<file path="config.mk">
export PLATFORM = sky130hd
export DESIGN_NAME = sat_counter
export DESIGN_NICKNAME = d
export VERILOG_FILES = /design/src/rtl/sat_counter.sv
export SDC_FILE = /design/constraint.sdc
export NUM_CORES = 1
export LEC_CHECK = 0
export ABC_AREA = 1
export CORE_MARGIN = 2
export CORE_UTILIZATION = 49
export DETAILED_ROUTE_END_ITERATION = 8
export GPL_TIMING_DRIVEN = 0
export PLACE_DENSITY_LB_ADDON = 0.08
export SKIP_LAST_GASP = 1
export SLEW_MARGIN = 40
export SYNTH_ARGS = -nofsm -noshare
export SYNTH_HDL_FRONTEND = slang
export SYNTH_SLANG_ARGS = --single-unit
</file>
<file path="constraint.sdc">
create_clock -name clk -period 2.2 [get_ports clk]
set_input_delay 0.22 -clock clk [delete_from_list [all_inputs] [get_ports clk]]
set_output_delay 0.22 -clock clk [all_outputs]
set_load 0.005 [all_outputs]
</file>
<file path="src/rtl/sat_counter.sv">
// Saturating accumulator used for every statistic.
// Ports: clk, rst (async, active-high), clear (sync, wins over inc),
//        inc (add 'add' this cycle), add (increment value), cnt (count).
module sat_counter #(
  parameter int unsigned W = 32
) (
  input  logic         clk,
  input  logic         rst,
  input  logic         clear,
  input  logic         inc,
  input  logic [W-1:0] add,
  output logic [W-1:0] cnt
);

  logic [W:0] sum_c;

  assign sum_c = {1'b0, cnt} + {1'b0, add};

  // Carry out of the sum means the result would wrap: stick at all-ones
  always_ff @(posedge clk or posedge rst) begin
    if (rst) begin
      cnt <= '0;
    end else if (clear) begin
      cnt <= '0;
    end else if (inc) begin
      cnt <= sum_c[W] ? '1 : sum_c[W-1:0];
    end
  end

endmodule

</file>
; After elaboration in Yosys (flattened, before gate mapping)
; Index checks and enable logic that the tools add are counted.
[classes]
n_addsub = 1
mux = 3
reduce_logical = 1
[op_table]
columns = cell, count
row1 = $mux W32, 3
row2 = $add A32 B32 Y33, 1
row3 = $reduce_bool A2 Y1, 1
[totals]
regBits = 32
input_bits = 36
output_inout_bits = 32
elab_cells = 6

; Depth between registers and ports, before layout
[logic_depth]
depth_word = 4
depth_mapped = 15
depth_no_buf = 15

; Worst setup path before layout
; No wires, ideal clock.
[synth_timing]
path_type = flip-flop to flip-flop
startpoint = register cnt[0]
endpoint = register cnt[17]
setup_ps = 116
t_arrival_ps = 2048
t_required_ps = 2084
path_slack_ps = 35
path_stages_with_launch = 15
path_buffers = 2
period_less_slack_ps = 2165
path_cell_list = dfrtp_1 -> ha_1 -> fa_1 -> nand3_2 -> nand3_2 -> nand2_2 -> nand2_4 -> nand2_4 -> nand2_4 -> a21oi_2 -> buf_6 -> buf_12 -> nand3_2 -> nand2_1 -> nand2_1
[synth_between]
elab_chain_len = 4
[synth_rtl]
columns = item, line_no
row1 = "start, declared", 12  ; output logic [W-1:0] cnt
row2 = "start signal, assigned", 26  ; cnt <= sum_c[W] ? '1 : sum_c[W-1:0];
row3 = $add A32 B32 Y33, 17  ; assign sum_c = {1'b0, cnt} + {1'b0, add};
row4 = $mux W32, 26
row5 = $mux W32, 25  ; end else if (inc) begin
row6 = $mux W32, 23  ; end else if (clear) begin
; Every way passes these cells. The select of a mux whose other input is x is not followed.
; A chain may end at the register's enable or synchronous reset.

; Worst setup path after layout
[layout_timing]
startpoint = register cnt[0]
endpoint = register cnt[9]
; Same word-level chain as after synthesis.

==> impl_metrics.yaml <==
synth:
  yosys_warnings: 0
  synth_area_um2: 3940
  synth_top_area_share: 0.288
  syn_area_per_cell_um2: 5.84
  ys_ff_latch: 32
  ys_types: 34
  synthesis.nets: 744
  synthCells: 675
  synth_area_leader_cell: "nand2_1"
  synth_area_leaders: "nand2_1 (29%), dfrtp_1 (20%), inv_1 (11%)"
  synth_seq_area_share: 0.203
sta:
  max_slew_margin: 0.492
  setup_violations: 0
  final.setup.tns_ps: 0
  worstMarginPinSlew_ps: 761
  max_freq_ghz: 0.462
  setup_ws_ps: 36.5
  timing.final.crit_share: 0.983
  rsz0062_at_grt: "true"
  finalCriticalPeriod_ps: 2160
  final_hold_viol_count: 0
  skew_ps: 3.36
  drv_slew: 0
clock_tree:
  path_clk_slew_ps: 70
  cts_root_buffer: "clkbuf_8"
  cts_max_level: 2
  clk_latency_ps: 290
  clock-sinks: 32
  numCtsBuffers: 5
  cts_tree: "built"
  ctsLongestPathBuffers: 2
drt:
  routed-via-count: 4306
  viasPerCell: 4.97
  drt-initial-drc-count: 273
  wirelength_um: 12100
  drc: 0
  dr.pass1.iters: 5
  wl_per_cell_um: 14.0
  postRouteAntennaNets: 0
floorplan:
  die_x_um: 93.7
  pin_count: 68
  die-height_um: 93.7
  row_count: 32
  start_util: 0.507
  coreArea_um2: 7770
  die-area_um2: 8780
cells_and_area:
  diodes: 0
  top_regs: "cnt (32)"
  drive_gt1_frac: 0.143
  fin_util: 0.668
  largest_register: "cnt"
  layout_common_cells: "nand2_1 (294), inv_1 (110), clkdlybuf4s50_1 (67)"
  synthToLayoutAreaGrowth_pct: 31.7
  final_common_cell: "nand2_1"
  fin_nets: 832
  largest_reg_flops: 32
global_routing:
  grt_pass1_vias: 4001
  grt_use_total: 0.281
  grt_antenna_before_repair: 0
  grt_pass1_wl_um: 19100
  grt_max_degree: 33
  overflow: 0
power_and_ir_drop:
  ir_drop_uv: 711
  comb_power_share: 0.777
  internal_power_w: 0.00356
  seqPwrFrac: 0.155
  switching_share: 0.512
  power_density_nw_per_um2: 1410
  switching_power_w: 0.00373
  totalPowerFinal_w: 0.00729
  p_leak_nw: 2.97
  clock_power_share: 0.068
critical_path:
  crit_chain: "ha_4 -> fa_2 -> nand3_2 -> nand3_4 -> nand2_4 -> nand2_4 -> nand2_4 -> nand2_4 -> a21oi_4 -> buf_6 -> inv_6 -> clkbuf_16 -> o21ai_2 -> nand2_1"
  worstPathRequired_ps: 2390
  crit_type: "reg -> reg"
  cp_common_cell: "nand2_4"
  crit_path_max_incr_delay_ps: 410
  crit_family: "adder cells"
  cp.arrival_ps: 2350
  cp-start-kind: "flop"
  crit_fanout: 5
  end_kind: "flop"
  cp_num_buf_inv: 3
  crit_slowest_cell: "dfrtp_1"
placement:
  place_hpwl_um: 9420
  place_congestion: 0.926
  pre_cts_ws_ps: -691
  portBuffers: 67
run:
  maxCapViolCount: 0
min_path:
  hp-class: "in -> async"
run_status:
  run_status: "finished clean"
## worst register-to-register path, delay by kind of cell, from the launching register on
kind / cells / cell delay [ps]
adder cells (fa/ha/maj): 2 / 540
AO/OA/AOI/OAI: 2 / 260
flip-flops: 1 / 410
AND/OR/NAND/NOR: 7 / 510
buffers and inverters: 3 / 340
## final cells by class
cell class / count / area, um2
Buffer: 9 / 86.3
Sequential cell: 32 / 801
Fill cell: 722 / 2580
Tap cell: 102 / 128
Inverter: 125 / 478
Clock buffer: 8 / 90.1
Multi-Input combinational cell: 509 / 2780
Timing Repair Buffer: 81 / 825
## per-layer routing
layer	share of wire	wire length [um]	track usage	vias to the layer above
met5	0	0	0	-
met3	0.058	701	0.0393	18
met4	0.018	217	0.0785	0
met2	0.44	5350	0.452	138
met1	0.48	5830	0.393	1918
li1	-	-	-	2232
## cell families after synthesis
kind of cell	synth area share
flip-flops	0.203
XOR/XNOR	0.0333
adder cells (fa/ha/maj)	0.107
AND/OR/NAND/NOR	0.473
buffers and inverters	0.139
AO/OA/AOI/OAI	0.0451
## power by group through the flow
stage               clock [W]  sequential, W  combinational [W]
finish               0.000497        0.00113            0.00567
global route         0.000542        0.00116            0.00625
CTS                  0.000515        0.00111            0.00523
detailed placement          0        0.00112            0.00484
global placement            0        0.00110            0.00479
floorplan                   0        0.00111            0.00332
## Yosys cell counts
master	count
a21o_1	2
a21oi_1	16
a21oi_2	2
and2_1	5
and3_1	2
and3_4	1
buf_12	1
buf_4	2
buf_6	1
clkbuf_1	4
clkbuf_8	1
clkinv_2	2
dfrtp_1	32
fa_1	1
ha_1	32
inv_1	111
inv_2	12
nand2_1	302
nand2_2	15
nand2_4	3
nand3_1	41
nand3_2	9
nand3b_1	2
nand4_1	6
nor2_1	30
nor2_2	4
nor2_4	1
nor3_1	5
nor3_2	1
nor3_4	1
o21ai_0	3
o21ai_1	10
xnor2_1	4
xor2_1	11
## stage by stage
stage	cell area, um2	instances	hold WS [ps]
floorplan	3940	675	336
global placement	4740	844	488
detailed placement	4740	844	497
CTS	5000	863	394
global route	5190	866	374
finish	5190	866	299
## timing repair
action	CTS	global route
buffers inserted	10	2
setup endpoints to repair	32	32
gates cloned	1	1
hold buffers	0	0
gates resized for setup	16	34
pin swaps	5	11
## path summary, 6_finish.rpt
| check | start | to | slack, ps | depth (start not counted) |
|---|---|---|---|---|
| hold / removal | rst | cnt[10]$_DFFE_PP0P_ | 300 | 2 |
| setup / recovery | cnt[0]$_DFFE_PP0P_ | cnt[9]$_DFFE_PP0P_ | 40 | 14 |
| setup reg to reg | cnt[0]$_DFFE_PP0P_ | cnt[9]$_DFFE_PP0P_ | 40 | 14 |
| max in group asynchronous | rst | cnt[21]$_DFFE_PP0P_ | 1530 | 2 |
| hold reg to reg | cnt[31]$_DFFE_PP0P_ | cnt[31]$_DFFE_PP0P_ | 510 | 2 |
| min in group clk | cnt[31]$_DFFE_PP0P_ | cnt[31]$_DFFE_PP0P_ | 510 | 2 |
(Power assumes the default switching activity.)
